==> config.mk <==
export PLATFORM = sky130hd
export DESIGN_NAME = avalon_wb_burst_bridge
export DESIGN_NICKNAME = d
export VERILOG_FILES = /design/src/rtl/avalon_wb_burst_bridge.sv
export SDC_FILE = /design/constraint.sdc
export NUM_CORES = 1
export LEC_CHECK = 0
export BUFFER_PORTS_ARGS = -buffer_cell sky130_fd_sc_hd__buf_2
export CAP_MARGIN = 20
export CORE_ASPECT_RATIO = 2
export CORE_MARGIN = 1.5
export CORE_UTILIZATION = 42
export DETAILED_ROUTE_END_ITERATION = 10
export GPL_TIMING_DRIVEN = 0
export HOLD_SLACK_MARGIN = 0.12
export PLACE_DENSITY = 0.88
export SLEW_MARGIN = 40
export SYNTH_ARGS = -nofsm -noshare
export SYNTH_HDL_FRONTEND = slang
export SYNTH_SLANG_ARGS = --single-unit
==> constraint.sdc <==
create_clock -name wb_clk_i -period 2.29 [get_ports wb_clk_i]
set_clock_uncertainty 0.05 [all_clocks]
set_input_delay 0.229 -clock wb_clk_i [delete_from_list [all_inputs] [get_ports wb_clk_i]]
set_output_delay 0.229 -clock wb_clk_i [all_outputs]
set_load 0.02 [all_outputs]
==> src/rtl/avalon_wb_burst_bridge.sv <==
// avalon_wb_burst_bridge
//   Bridges an Avalon-MM burst slave port onto a Wishbone B4 registered-
//   feedback master (incrementing bursts, cti=010/111, bte=00).
//
// Parameters
//   DW  : data width (8, 16, 32 or 64)
//   AW  : byte address width
//   BCW : Avalon burstcount width
//
// Ports
//   wb_clk_i, wb_rst_i        : clock, synchronous active-high reset
//   s_av_*                    : Avalon-MM slave (address, byteenable, read,
//                               write, writedata, burstcount, readdata,
//                               waitrequest, readdatavalid)
//   wbm_*                     : Wishbone master (adr, dat, sel, we, cyc, stb,
//                               cti, bte, dat_i, ack, err, rty)
//   s_av_response_o           : only with AV2WB_RESPONSE_EN; 00 = ack beat,
//                               10 = err beat, qualified by readdatavalid
//
// Optional feature macro: AV2WB_RESPONSE_EN
module avalon_wb_burst_bridge #(
  parameter int DW  = 32,
  parameter int AW  = 32,
  parameter int BCW = 8
) (
  input  logic              wb_clk_i,
  input  logic              wb_rst_i,
  input  logic [AW-1:0]     s_av_address_i,
  input  logic [DW/8-1:0]   s_av_byteenable_i,
  input  logic              s_av_read_i,
  input  logic              s_av_write_i,
  input  logic [DW-1:0]     s_av_writedata_i,
  input  logic [BCW-1:0]    s_av_burstcount_i,
  output logic [DW-1:0]     s_av_readdata_o,
  output logic              s_av_waitrequest_o,
  output logic              s_av_readdatavalid_o,
`ifdef AV2WB_RESPONSE_EN
  output logic [1:0]        s_av_response_o,
`endif
  output logic [AW-1:0]     wbm_adr_o,
  output logic [DW-1:0]     wbm_dat_o,
  output logic [DW/8-1:0]   wbm_sel_o,
  output logic              wbm_we_o,
  output logic              wbm_cyc_o,
  output logic              wbm_stb_o,
  output logic [2:0]        wbm_cti_o,
  output logic [1:0]        wbm_bte_o,
  input  logic [DW-1:0]     wbm_dat_i,
  input  logic              wbm_ack_i,
  input  logic              wbm_err_i,
  input  logic              wbm_rty_i
);

  localparam int unsigned SH = $clog2(DW/8);

  typedef enum logic [1:0] {IDLE, READ, WRITE} state_t;

  state_t              state_q, state_d;
  logic [AW-1:0]       base_q, base_d;
  logic [DW/8-1:0]     be_q, be_d;
  logic [BCW-1:0]      cnt_q, cnt_d;    // beats remaining
  logic [BCW-1:0]      idx_q, idx_d;    // beats completed
  logic [DW-1:0]       rdata_q, rdata_d;
  logic                rvalid_q, rvalid_d;
`ifdef AV2WB_RESPONSE_EN
  logic [1:0]          resp_q, resp_d;
`endif

  logic beat_done;
  logic last_beat;

  // rty alone completes nothing, so the same beat stays on the bus.
  assign beat_done = wbm_ack_i | wbm_err_i;
  assign last_beat = (cnt_q <= BCW'(1));

  assign wbm_adr_o            = base_q + (AW'(idx_q) << SH);
  assign wbm_cti_o            = (cnt_q > BCW'(1)) ? 3'b010 : 3'b111;
  assign wbm_bte_o            = 2'b00;
  assign s_av_readdata_o      = rdata_q;
  assign s_av_readdatavalid_o = rvalid_q;
`ifdef AV2WB_RESPONSE_EN
  assign s_av_response_o      = resp_q;
`endif

  always_comb begin
    state_d  = state_q;
    base_d   = base_q;
    be_d     = be_q;
    cnt_d    = cnt_q;
    idx_d    = idx_q;
    rdata_d  = rdata_q;
    rvalid_d = 1'b0;
`ifdef AV2WB_RESPONSE_EN
    resp_d   = resp_q;
`endif
    wbm_cyc_o          = 1'b0;
    wbm_stb_o          = 1'b0;
    wbm_we_o           = 1'b0;
    wbm_sel_o          = '0;
    wbm_dat_o          = '0;
    s_av_waitrequest_o = 1'b1;

    case (state_q)
      IDLE: begin
        s_av_waitrequest_o = !s_av_read_i;
        if (s_av_read_i) begin
          base_d  = s_av_address_i;
          be_d    = s_av_byteenable_i;
          cnt_d   = (s_av_burstcount_i == '0) ? BCW'(1) : s_av_burstcount_i;
          idx_d   = '0;
          state_d = READ;
        end else if (s_av_write_i) begin
          // Command only; the first data beat is taken in WRITE.
          base_d  = s_av_address_i;
          cnt_d   = (s_av_burstcount_i == '0) ? BCW'(1) : s_av_burstcount_i;
          idx_d   = '0;
          state_d = WRITE;
        end
      end

      READ: begin
        wbm_cyc_o = 1'b1;
        wbm_stb_o = 1'b1;
        wbm_sel_o = be_q;
        if (beat_done) begin
          rvalid_d = 1'b1;
          rdata_d  = wbm_dat_i;
`ifdef AV2WB_RESPONSE_EN
          resp_d   = wbm_err_i ? 2'b10 : 2'b00;
`endif
          idx_d    = idx_q + BCW'(1);
          cnt_d    = cnt_q - BCW'(1);
          if (last_beat) state_d = IDLE;
        end
      end

      WRITE: begin
        wbm_cyc_o          = 1'b1;
        wbm_we_o           = 1'b1;
        wbm_stb_o          = s_av_write_i;
        wbm_dat_o          = s_av_writedata_i;
        wbm_sel_o          = s_av_byteenable_i;
        s_av_waitrequest_o = !beat_done;
        if (beat_done && s_av_write_i) begin
          idx_d = idx_q + BCW'(1);
          cnt_d = cnt_q - BCW'(1);
          if (last_beat) state_d = IDLE;
        end
      end

      default: state_d = IDLE;
    endcase
  end

  always_ff @(posedge wb_clk_i) begin
    if (wb_rst_i) begin
      state_q  <= IDLE;
      base_q   <= '0;
      be_q     <= '0;
      cnt_q    <= '0;
      idx_q    <= '0;
      rdata_q  <= '0;
      rvalid_q <= 1'b0;
`ifdef AV2WB_RESPONSE_EN
      resp_q   <= 2'b00;
`endif
    end else begin
      state_q  <= state_d;
      base_q   <= base_d;
      be_q     <= be_d;
      cnt_q    <= cnt_d;
      idx_q    <= idx_d;
      rdata_q  <= rdata_d;
      rvalid_q <= rvalid_d;
`ifdef AV2WB_RESPONSE_EN
      resp_q   <= resp_d;
`endif
    end
  end

endmodule

Word-level counts from Yosys, hierarchy flattened --
Index checks and enable logic that the tools add are counted.
Storage, ports and cells: register bits after elaboration 87, latch bits 0, memory bits (writable) 0, bits in read-only memories 0, bits of input ports 115, output and inout bits 110, word-level logic and storage cells 60, memories 0
Operators by class: $add $sub $neg 3, $mul 0, div/mod/pow operators 0, order comparisons 2, equal/unequal tests 5, shift operators 0, muxes and demuxes 27, bitwise gates (word level) 2, reduce and logical (&&, ||, !) cells 14
Operators by type and width (number):
- two-way mux 32 bit | 3
- two-way mux 8 bit | 9
- one-hot mux 8 bit (3 select lines) | 2
- adder 32 x 10 -> 32 bit | 1
- two-way mux 2 bit | 5
- adder 8 x 1 -> 8 bit, second input constant | 1
- greater-than comparator 8 x 1 -> 1 bit, second input constant | 1
- <= comparator 8 x 1 -> 1 bit, second input constant | 1
- logical NOT 8 bit | 1
- one-hot mux 4 bit (2 select lines) | 1
- subtractor 8 x 1 -> 8 bit, second input constant | 1
- one-hot mux 2 bit (3 select lines) | 1
- AND reduction 2 bit | 3
- != test 2 bit, second input constant | 2
- one-hot mux 1 bit (2 select lines) | 2
- AND reduction 4 bit | 1
- OR reduction 2 bit | 2
- two-way mux 1 bit | 3
- two-way mux 3 bit | 1
- != test 3 bit, second input constant | 1
- AND reduction 3 bit | 1
- nonzero test 3 bit | 1
- == test 2 x 1 -> 1 bit, second input constant | 1
- == test 2 bit, second input constant | 1
- other kinds (6) | 7

Depth between registers and ports, before layout --
depth after elaboration 5, mapped depth 9, mapped depth without buffers 8

Worst setup path before layout --
OpenSTA, ideal clock, no wires.
path type register to output, start register idx_q[0], end output wbm_adr_o[30], arrival 2273 ps, data required time 2011 ps, slack -262 ps, stages on the path, launching flop included 10, buffers on the path 1, cells stage by stage dfxtp_1 ha_1 inv_1 fa_1 nand2b_1 a21oi_1 o22ai_1 clkbuf_1 nor4_1 xor2_1
On the way: cells in the longest elaborated chain, start to end 1
RTL lines:
- from (decl) | line 62 | logic [BCW-1:0] idx_q, idx_d;
- from (signal assigned) | line 172 | idx_q <= idx_d;
- adder 32 x 10 -> 32 bit | line 76 | assign wbm_adr_o = base_q + (AW'(idx_q) << SH);
- to (decl) | line 40 | output logic [AW-1:0] wbm_adr_o,
No other way between the ends.

Worst setup path after layout --
start register base_q[2], end output wbm_adr_o[24]
On the way: cells in the longest elaborated chain, start to end 1
RTL lines:
- from (decl) | line 59 | logic [AW-1:0] base_q, base_d;
- from (signal assigned) | line 169 | base_q <= base_d;
- adder 32 x 10 -> 32 bit | line 76
No other way between the ends.

==> metrics <==
Initial Util 43.5%; Cells after Synth 606; Synth Area in Simple Gates 28.4%; largest area contributor in the netlist dfxtp_1; die width 76.9 um; Post-Place Cells around 960; pin count of the biggest net entering global routing 16; critical path cell sequence ha_4, inv_2, fa_2, nand2b_4, a21oi_4, o22ai_4, buf_8, nor3_4, xor2_2, buf_6; synth-to-layout area growth 65.3%; GRT Total Usage 30.7%; Adder-Cell Fraction of Synth Area 4.53%; pre-CTS WS -0.321 ns; XOR/XNOR share of the synthesized area 5.35%; Finished Core Util 71.8%; Tcrit/Tclk final 117%; Worst Path Buf+Inv 3; critical-path maximum fanout 5; root buf cell clkbuf_16; Die H about 150 um; dpl hpwl 11900 um; Synth area leaders dfxtp_1 (38%), nand2_1 (13%), a21oi_1 (10%); Initial DRC Count approximately 320; Ys Warns 0; Fin. Hold Viols 0; die area approximately 12000 sq um; Synth Register Bits 87; unrepaired setup endpoints after global routing true; critical path launch point type flip-flop; layout cells sized above 1 a little under two fifths; Vias/cell 5.37; final setup fails 24; predominant post-synthesis flop cell dfxtp_1; Slew @ Worst Pin a little under 0.8 ns; CTS HTree Levels 3; Core ar. 10500 sq um; # DRC 0; first-pass GRT wire length between 20000 and 30000 um; mean area per synthesized cell roughly 7.6 sq um; overflow left after global routing 0; Sink Count 87; num rows 53; critical path class reg -> out; R2R setup slack roughly 0.15 ns; Finished Layout Cells 1068; fin. max-slew vios 0; # nets final 1055; vias about 5700; detailed-route wire length 19200 um; CTS tree yes; CTS buffer count 9; violated checks negative setup slack; post-synthesis compound-gate area fraction 16.8%; min cycle time layout 2.68 ns; sequential fraction of the synthesis area 38.0%; Worst EP arrival 2.40 ns; Max IR drop VDD ~0.76 mV; Relative slew margins 48.0%; Commonest cells post-synth nand2_1 (159), a21oi_1 (93), dfxtp_1 (87), and2_1 (34), clkbuf_1 (29); Synth cell types 52; Ports 225; Avg WL per Cell around 18 um; clock slew at reported path FFs 0.07 ns; status finished, violations left; CP delay by family, top adder cells; Critical Path End Type output pin; crit-path max cell delay 0.35 ns; maxcap violations 0; EDFF count, synth 0; Synth top area share 38.0%; largest family of logic cells by synthesized area simple AND/OR/NAND/NOR gates; min setup slack post-route -0.393 ns; Leakage approximately 3.6 nW; post-synthesis mux area share approximately 1.3%; Worst-Skew Late Latency approximately 0.33 ns; IO buf count about 220; fill count 750; top-count cell post-synth nand2_1; drt pass-1 iters 5; ANT nets after route 0; Highest Clock Rate about 370 MHz; clock buffer depth 2; initial antenna violation count 2; worst hold path type in -> reg; WP data required around 2 ns; Power per Cell Area 1090 nW/um^2; vias in the first global route 5737; Post-Syn Area 4580 sq um; CP max-delay cell dfxtp_2; placer congestion estimate 0.966; Synth async-reset ratio 0%
area by class of cell:
| type | instances | area, sq um | share of cell area, % |
|---|---|---|---|
| Clock inverter | 6 | 68.8 | 0.908 |
| Timing Repair Buffer | 308 | 2020 | 26.7 |
| Multi-Input combinational cell | 466 | 3030 | 40.0 |
| Antenna cell | 2 | 5.00 | 0.0661 |
| Tap cell | 137 | 171 | 2.26 |
| Buffer | 41 | 228 | 3.01 |
| Inverter | 11 | 41.3 | 0.545 |
| Sequential cell | 87 | 1770 | 23.3 |
| Clock buffer | 10 | 239 | 3.15 |
final timing paths:
check | from | depth (start not counted) | end
max | base_q[2] | 10 | wbm_adr_o[24]
min | s_av_address_i[11] | 3 | base_q[11]
max reg2reg | state_q[1] | 7 | idx_q[6]
min reg2reg | s_av_readdata_o[11] | 2 | s_av_readdata_o[11]
worst register-to-register path, stage by stage, from the launching register on:
cell	delay [ns]
dfxtp_1	0.39
inv_1	0.12
ha_2	0.24
nor3b_2	0.20
a2111oi_4	0.32
nand2_1	0.16
or3_1	0.38
a21oi_1	0.19
placed cells by master, fill, tap and decap left out, types with 4 or more instances in the layout:
cell / n
a21o_1: 5
a21oi_1: 91
a22oi_1: 5
and2_1: 33
and3_1: 7
buf_2: 197
buf_4: 46
buf_6: 9
clkbuf_1: 22
clkbuf_16: 9
dfxtp_1: 78
dfxtp_4: 6
dlygate4sd3_1: 67
ha_1: 6
ha_4: 8
inv_1: 10
nand2_1: 157
nand3_1: 4
nand3_2: 5
nand4_1: 7
nor2_1: 20
nor2b_1: 4
nor3_1: 5
nor3_4: 5
o21ai_0: 10
xnor2_1: 10
xnor2_2: 7
xor2_2: 9
per-stage QoR:
stage / TNS, ns / area, sq um / power [mW] / hold WS [ns]
after floorplan: 0 / 4730 / 4.94 / 0.313
after global placement: -3.76 / 6000 / 6.12 / 0.388
after detailed placement: -4.10 / 6000 / 6.19 / 0.393
after CTS: -5.04 / 7320 / 7.94 / 0.120
after global routing: -6.98 / 7570 / 8.75 / 0.145
final: -5.74 / 7570 / 8.27 / 0.127
layer usage:
metal	vias to the layer above	track usage (%)	part of all wire [%]
met3	105	6.42	7.2
met2	337	57.8	52
met4	0	20.6	7.0
met5	-	0	0
li1	2659	-	-
met1	2629	29.4	33
registers in the layout (all words and copies together) (netlist names):
register              cells
state_q                   2
s_av_readdatavalid_o      1
cnt_q                     8
base_q                   32
s_av_readdata_o          32
idx_q                     8
be_q                      4
power breakdown:
part / switching, mW / internal, mW
sequential: 0.385 / 1.89
combinational: 2.72 / 1.77
clock: 0.620 / 0.881
kinds of logic (layout without fill, tap and decap cells):
| logic type | after synthesis | count (layout) |
|---|---|---|
| xor gates and xnor gates | 28 | 28 |
| and+or+nand+nor | 278 | 278 |
| AOI/OAI and AO/OA | 136 | 136 |
| DFF | 87 | 87 |
| adders and majority gates | 16 | 16 |
| buffers and inverters | 54 | 376 |
| other | 2 | 5 |
| muxes | 5 | 5 |
repair_timing:
action | in CTS | in global routing
pin swaps | 16 | 16
endpoints found under the hold margin | 67 | 0
gates resized for setup | 67 | 47
buffers inserted | 9 | 11
cloned | 2 | 0
setup endpoints to repair | 39 | 51
hold buffers | 67 | 0
Power figures use the tool's default switching activity.
